**src/rtl/spi_slave_rx_tx.sv**
```systemverilog
// SPI mode-0 responder: oversamples sclk/cs/mosi in the clk domain, receives one
// MSB-first word per frame and returns the shadow word on miso LSB-first.
module spi_slave_rx_tx #(
   parameter int N    = 8,
   parameter int SYNC = 2
) (
   input  logic         clk,
   input  logic         reset,
   input  logic         sclk,
   input  logic         cs,
   input  logic         mosi,
   output logic         miso,
   output logic         miso_oe,
   input  logic [N-1:0] tx_data,
   input  logic         tx_load,
   output logic [N-1:0] rx_data,
   output logic         rx_valid,
   output logic         abort
);

   localparam int CW = $clog2(N + 1);

   typedef enum logic [1:0] {
      IDLE,
      ACTIVE,
      HOLD
   } state_t;

   state_t          state;
   state_t          state_next;

   logic [1:0]      rst_pipe;
   logic            rst;

   logic [SYNC-1:0] sclk_sync;
   logic [SYNC-1:0] cs_sync;
   logic [SYNC-1:0] mosi_sync;
   logic            sclk_prev;
   logic            cs_prev;
   logic            sclk_s;
   logic            cs_s;
   logic            mosi_s;
   logic            sclk_rise;
   logic            sclk_fall;
   logic            cs_rise;
   logic            cs_fall;

   logic [N-1:0]    shadow;
   logic [N-1:0]    tx_shift;
   logic [N-1:0]    rx_shift;
   logic [N-1:0]    rx_next;
   logic [CW-1:0]   bit_cnt;

   logic            start_frame;
   logic            end_frame;
   logic            do_abort;
   logic            take_bit;
   logic            last_bit;
   logic            shift_out;

   // Reset asserts immediately but releases two clocks later, on a clk edge.
   always_ff @(posedge clk or posedge reset) begin
      if (reset) begin
         rst_pipe <= 2'b11;
      end else begin
         rst_pipe <= {rst_pipe[0], 1'b0};
      end
   end

   assign rst = reset | rst_pipe[1];

   always_ff @(posedge clk or posedge rst) begin
      if (rst) begin
         sclk_sync <= '0;
         cs_sync   <= '1;
         mosi_sync <= '0;
         sclk_prev <= 1'b0;
         cs_prev   <= 1'b1;
      end else begin
         sclk_sync <= {sclk_sync[SYNC-2:0], sclk};
         cs_sync   <= {cs_sync[SYNC-2:0], cs};
         mosi_sync <= {mosi_sync[SYNC-2:0], mosi};
         sclk_prev <= sclk_s;
         cs_prev   <= cs_s;
      end
   end

   assign sclk_s    = sclk_sync[SYNC-1];
   assign cs_s      = cs_sync[SYNC-1];
   assign mosi_s    = mosi_sync[SYNC-1];
   assign sclk_rise = sclk_s & ~sclk_prev;
   assign sclk_fall = ~sclk_s & sclk_prev;
   assign cs_rise   = cs_s & ~cs_prev;
   assign cs_fall   = ~cs_s & cs_prev;
   assign rx_next   = {rx_shift[N-2:0], mosi_s};

   always_ff @(posedge clk or posedge rst) begin
      if (rst) begin
         state <= IDLE;
      end else begin
         state <= state_next;
      end
   end

   // cs rising takes priority over any sclk edge seen on the same sample.
   always_comb begin
      state_next  = state;
      start_frame = 1'b0;
      end_frame   = 1'b0;
      do_abort    = 1'b0;
      take_bit    = 1'b0;
      last_bit    = 1'b0;
      shift_out   = 1'b0;
      case (state)
         IDLE: begin
            if (cs_fall) begin
               start_frame = 1'b1;
               state_next  = ACTIVE;
            end
         end
         ACTIVE: begin
            if (cs_rise) begin
               end_frame  = 1'b1;
               do_abort   = 1'b1;
               state_next = IDLE;
            end else if (sclk_rise) begin
               take_bit = 1'b1;
               if (bit_cnt == CW'(N - 1)) begin
                  last_bit   = 1'b1;
                  state_next = HOLD;
               end
            end else if (sclk_fall) begin
               shift_out = 1'b1;
            end
         end
         HOLD: begin
            if (cs_rise) begin
               end_frame  = 1'b1;
               state_next = IDLE;
            end
         end
         default: begin
            state_next = IDLE;
         end
      endcase
   end

   always_ff @(posedge clk or posedge rst) begin
      if (rst) begin
         shadow   <= '0;
         tx_shift <= '0;
         rx_shift <= '0;
         rx_data  <= '0;
         bit_cnt  <= '0;
         miso     <= 1'b0;
         miso_oe  <= 1'b0;
         rx_valid <= 1'b0;
         abort    <= 1'b0;
      end else begin
         rx_valid <= 1'b0;
         abort    <= 1'b0;
         if (tx_load) begin
            shadow <= tx_data;
         end
         if (start_frame) begin
            tx_shift <= shadow;
            miso     <= shadow[0];
            miso_oe  <= 1'b1;
            bit_cnt  <= '0;
            rx_shift <= '0;
         end else if (end_frame) begin
            miso    <= 1'b0;
            miso_oe <= 1'b0;
            abort   <= do_abort;
         end else if (take_bit) begin
            rx_shift <= rx_next;
            bit_cnt  <= bit_cnt + CW'(1);
            if (last_bit) begin
               rx_data  <= rx_next;
               rx_valid <= 1'b1;
            end
         end else if (shift_out) begin
            tx_shift <= tx_shift >> 1;
            miso     <= tx_shift[1];
         end
      end
   end

endmodule

```
**config.mk**
```make
export PLATFORM = sky130hd
export DESIGN_NAME = spi_slave_rx_tx
export DESIGN_NICKNAME = d
export VERILOG_FILES = /design/src/rtl/spi_slave_rx_tx.sv
export SDC_FILE = /design/constraint.sdc
export NUM_CORES = 1
export LEC_CHECK = 0
export CAP_MARGIN = 20
export CORE_MARGIN = 2
export CORE_UTILIZATION = 55
export DETAILED_ROUTE_END_ITERATION = 7
export GPL_TIMING_DRIVEN = 0
export PLACE_DENSITY = 0.85
export SLEW_MARGIN = 25
export SYNTH_ARGS = -nofsm -noshare
export SYNTH_HDL_FRONTEND = slang
export SYNTH_SLANG_ARGS = --single-unit
```
**constraint.sdc**
```tcl
create_clock -name clk -period 6 [get_ports clk]
set_clock_uncertainty 0.1 [all_clocks]
set_input_delay 1.5 -clock clk [delete_from_list [all_inputs] [get_ports clk]]
set_output_delay 1.5 -clock clk [all_outputs]
set_load 0.01 [all_outputs]
```
After elaboration in Yosys (flattened, before gate mapping)
Cells that the tools add are included.
{ "totals": {"reg_bits": 51, "latch_bits": 0, "ramBits": 0, "romBits": 0, "input_bits": 14, "output_inout_bits": 12, "wordCells": 93, "n_memories": 0} }
{ "classes": {"addsub": 1, "n_mul": 0, "div": 0, "order_cmp": 0, "n_eq_ne": 10, "shift": 0, "mux": 44, "n_bitwise": 11, "reduce_logical": 11} }
{ "ops": {"columns": ["cell", "count"], "rows": [
  ["8-bit 2-to-1 mux", 4],
  ["1-bit 2-to-1 mux", 28],
  ["7-bit 2-to-1 mux", 3],
  ["4-bit 2-to-1 mux", 3],
  ["2-bit 2-to-1 mux", 5],
  ["3-bit inequality test, second input constant", 3],
  ["2-bit inequality test, second input constant", 4],
  ["4-bit AND reduction", 2],
  ["1-bit NOT", 6],
  ["2-bit case mux with 3 select lines", 1],
  ["2-bit nonzero test", 3],
  ["4-bit by 1-bit adder with 4-bit output, second input constant", 1],
  ["1-bit bitwise AND", 4],
  ["4-bit by 3-bit equality test with 1-bit output, second input constant", 1],
  ["2-bit AND reduction", 2],
  ["3-bit AND reduction", 1],
  ["3-bit nonzero test", 1],
  ["2-bit by 1-bit equality test with 1-bit output, second input constant", 1],
  ["2-bit equality test, second input constant", 1],
  ["2-bit logical NOT", 1],
  ["2-bit OR reduction", 1],
  ["1-bit bitwise OR", 1]
]} }

Depth between registers and ports, before layout
{ "depth": {"word_depth": 10, "depth_mapped": 8, "mapped_depth_nobuf": 6} }

Worst setup path before layout
Ideal clock, no wire load.
{ "synth_timing": {"path_type": "input to register", "start": "input tx_load", "end": "register shadow[0]", "setup_time_ps": 125, "arrival_time_ps": 2123, "required_time_ps": 5775, "path_slack_ps": 3652, "path_stages": 2, "n_path_buf": 1, "cell_sequence": "clkbuf_1 > mux2_2"} }
{ "synth_lines": {"columns": ["item", "line_no", "rtl"], "rows": [
  ["start: declaration", "15", "input logic tx_load,"],
  ["end signal: assignment", "163", "shadow <= tx_data;"],
  ["end: declaration", "48", "logic [N-1:0] shadow;"]
]} }
No word-level cell between the ends.

Final worst setup path
{ "layout_timing": {"start": "register miso", "end": "output miso"} }
{ "layout_lines": {"columns": ["item", "line_no", "rtl"], "rows": [
  ["start: declaration", "12", "output logic miso,"],
  ["start signal: assignment", "167", "miso <= shadow[0];"],
  ["start signal: assignment", "184", "miso <= tx_shift[1];"]
]} }
No word-level cell between the ends.

==> impl_metrics.py <==
metrics = {
    "grt": {
        "grtUsageTotal_pct": 19.4,
        "grt_pass1_wl_mm": 6.18,
        "grt_max_degree": 20,
        "grt_antenna_before_repair": 0,
        "grt-ovfl-total": 0,
        "grt_pass1_vias": 1340,
    },
    "route": {
        "antenna_left": 0,
        "num_vias": 1365,
        "drc": 0,
        "viasPerCell": 5.55,
        "drt_wl_total_mm": 3.59,
        "dr.pass1.iters": 5,
        "routedWlPerCell_um": 14.6,
        "drt_iter0_drc": 62,
    },
    "sta": {
        "rsz0062_at_grt": "no",
        "slew_violations": 0,
        "finalSetupTns_ps": 0,
        "fmaxAchievable_mhz": 354,
        "hold_viol": 0,
        "fin_crit_sh_pct": 47.1,
        "setup_viol": 0,
        "fin_hold_ws_ps": 234,
        "setup_slack_ps": 3170,
        "min_period_ps": 2830,
    },
    "clock_tree": {
        "cts.htree.levels": 2,
        "numCtsBuffers": 5,
        "clock_latency_ps": 300,
        "path_clk_slew_ps": 80,
        "ctsResizeCount": 0,
        "cts_tree": "yes",
        "clock_sinks": 50,
        "postCtsSetupBuffers": 0,
        "ctsRootBufferMaster": "clkbuf_8",
        "ctsHoldBuffers": 0,
        "cts_max_path_buffers": 2,
    },
    "setup_path": {
        "worstSetupPathType": "flop to output pin",
        "cp-start-kind": "flop",
        "crit_fanout": 2,
        "rr_worst_depth": 5,
        "critPathTopFamily": "buffers and inverters",
        "r2r-end": "rx_data[4]",
        "cp_slowest_cell": "clkdlybuf4s50_1",
        "end_kind": "output pin",
        "max_stage_delay_ps": 550,
        "r2r_start": "state[1]",
        "worst-path-stages": 1,
        "crit_required_ps": 4400,
        "rrSetupSlack_ps": 4000,
        "crit_chain": "clkdlybuf4s50_1",
        "critPathArrivalTime_ps": 1230,
        "crit_buf_inv": 1,
    },
    "logic_synthesis": {
        "synthTopCellsByArea": "dfrtp_1 (55%), mux2_2 (8.7%), dfstp_2 (6.4%), nand2_1 (3.3%), nand4_1 (3.0%)",
        "synth_warnings": 0,
        "synth_edf_count": 0,
        "synth_top_area_share_pct": 54.6,
        "synth_cell_type_count": 36,
        "synth.avg_cell_area_sq_um": 12.6,
        "synth_seq_cells": 50,
        "yosysTopAreaCell": "dfrtp_1",
        "synth_nets": 182,
        "ys_seq_area_share_pct": 61.0,
        "synthCells": 164,
        "synthFlopType": "dfrtp_1",
        "postSynth.asyncResetShare_pct": 100,
        "syn_area_sq_um": 2060,
    },
    "final_layout": {
        "n_antenna_cell": 0,
        "fillers": 278,
        "finalNetCount": 215,
        "layout_common_cells": "dfrtp_1 (45), clkdlybuf4s50_1 (24), nand2_1 (18)",
        "layout_commonest_cell": "dfrtp_1",
        "regArea_sq_um": 1260,
        "multiInputGateArea_sq_um": 757,
        "synthToLayoutAreaGrowth_pct": 21.1,
        "drive_gt1_share_pct": 19.2,
    },
    "placed_design": {
        "post-place-ws_ps": 3370,
        "port_buffers": 24,
        "place.gp.congestion": 0.796,
        "hpwl_mm": 2.72,
    },
    "die": {
        "initial_core_util_pct": 56.7,
        "die_area_sq_um": 4250,
        "die_width_um": 65.2,
        "coreArea_sq_um": 3630,
        "die_y_um": 65.2,
        "num_rows": 22,
        "io_pins": 26,
    },
    "status": {
        "outcome": "finished clean",
    },
    "job": {
        "drv_cap": 0,
    },
    "min_path": {
        "holdCritPathClass": "flop to asynchronous set/reset pin",
    },
    "power": {
        "p_leak_nw": 1.15,
        "vdd_ir_drop_max_mv": 0.178,
        "p_per_area_nw_per_um2": 306,
    },
}
[how the worst max path moves through the flow]
stage	startpoint	endpoint	slack, ps
floorplan	reset	abort	1690
CTS	miso	miso	3160
finish	miso	miso	3170
global route	miso	miso	3140
global placement	reset	rx_valid	440
detailed placement	reset	cs_prev	3370
[stage by stage]
stage	cells	total power (W)	area [sq um]	utilization (%)
after floorplan	164	0.000520	2060	-
after global placement	236	0.000564	2360	65.0
after detailed placement	238	0.000583	2410	66.4
after CTS	246	0.000770	2490	68.7
after global routing	246	0.000807	2490	68.7
final	246	0.000763	2490	68.7
[kinds of logic after synthesis]
logic type      share of synthesized area (%)
compound gates                           6.44
xor+xnor                                 1.28
fa+ha+maj                                2.43
buf+inv                                  2.61
flops                                    61.0
mux                                      11.7
other cells                             0.182
simple gates                             14.4
[registers in the layout (all words and copies together), names as in the netlist]
signal / count
abort: 1
bit_cnt: 4
cs_prev: 1
cs_sync: 2
miso: 1
miso_oe: 1
mosi_sync: 2
rst_pipe: 2
rx_data: 8
rx_shift: 7
rx_valid: 1
sclk_prev: 1
sclk_sync: 2
shadow: 8
state: 2
tx_shift: 7
[report_power, final]
group	leakage (nW)	switching [W]	internal (W)	total, W
sequential	0.643	0.0000289	0.000383	0.000412
clock	0.0385	0.000105	0.0000825	0.000187
combinational	0.470	0.0000884	0.0000752	0.000164
[cell usage after synthesis (all sizes together) (5+ instances only)]
master / number
nand2: 18
inv: 5
mux2: 16
dfrtp: 45
mux2i: 6
dfstp: 5
o21ai: 7
nor2: 5
a21oi: 9
nand4: 10
[routing by layer]
| layer | global-route usage (%) | wire (um) | vias to the layer above |
|---|---|---|---|
| li1 | - | - | 641 |
| met1 | 23.3 | 1500 | 684 |
| met2 | 33.7 | 1870 | 36 |
| met3 | 6.16 | 176 | 4 |
| met4 | 5.47 | 39 | 0 |
| met5 | 0 | 0 | - |
[cell type report]
cell class                 instances  share of cell area (%)
buffer                             8                    1.40
clock buffer                       7                    3.06
clock inverter                     1                   0.301
inverter                           5                   0.752
multi-input combinational        101                    30.3
sequential                        50                    50.4
tap                               48                    2.41
timing repair buffer              26                    11.3
Power figures use the tool's default switching activity.
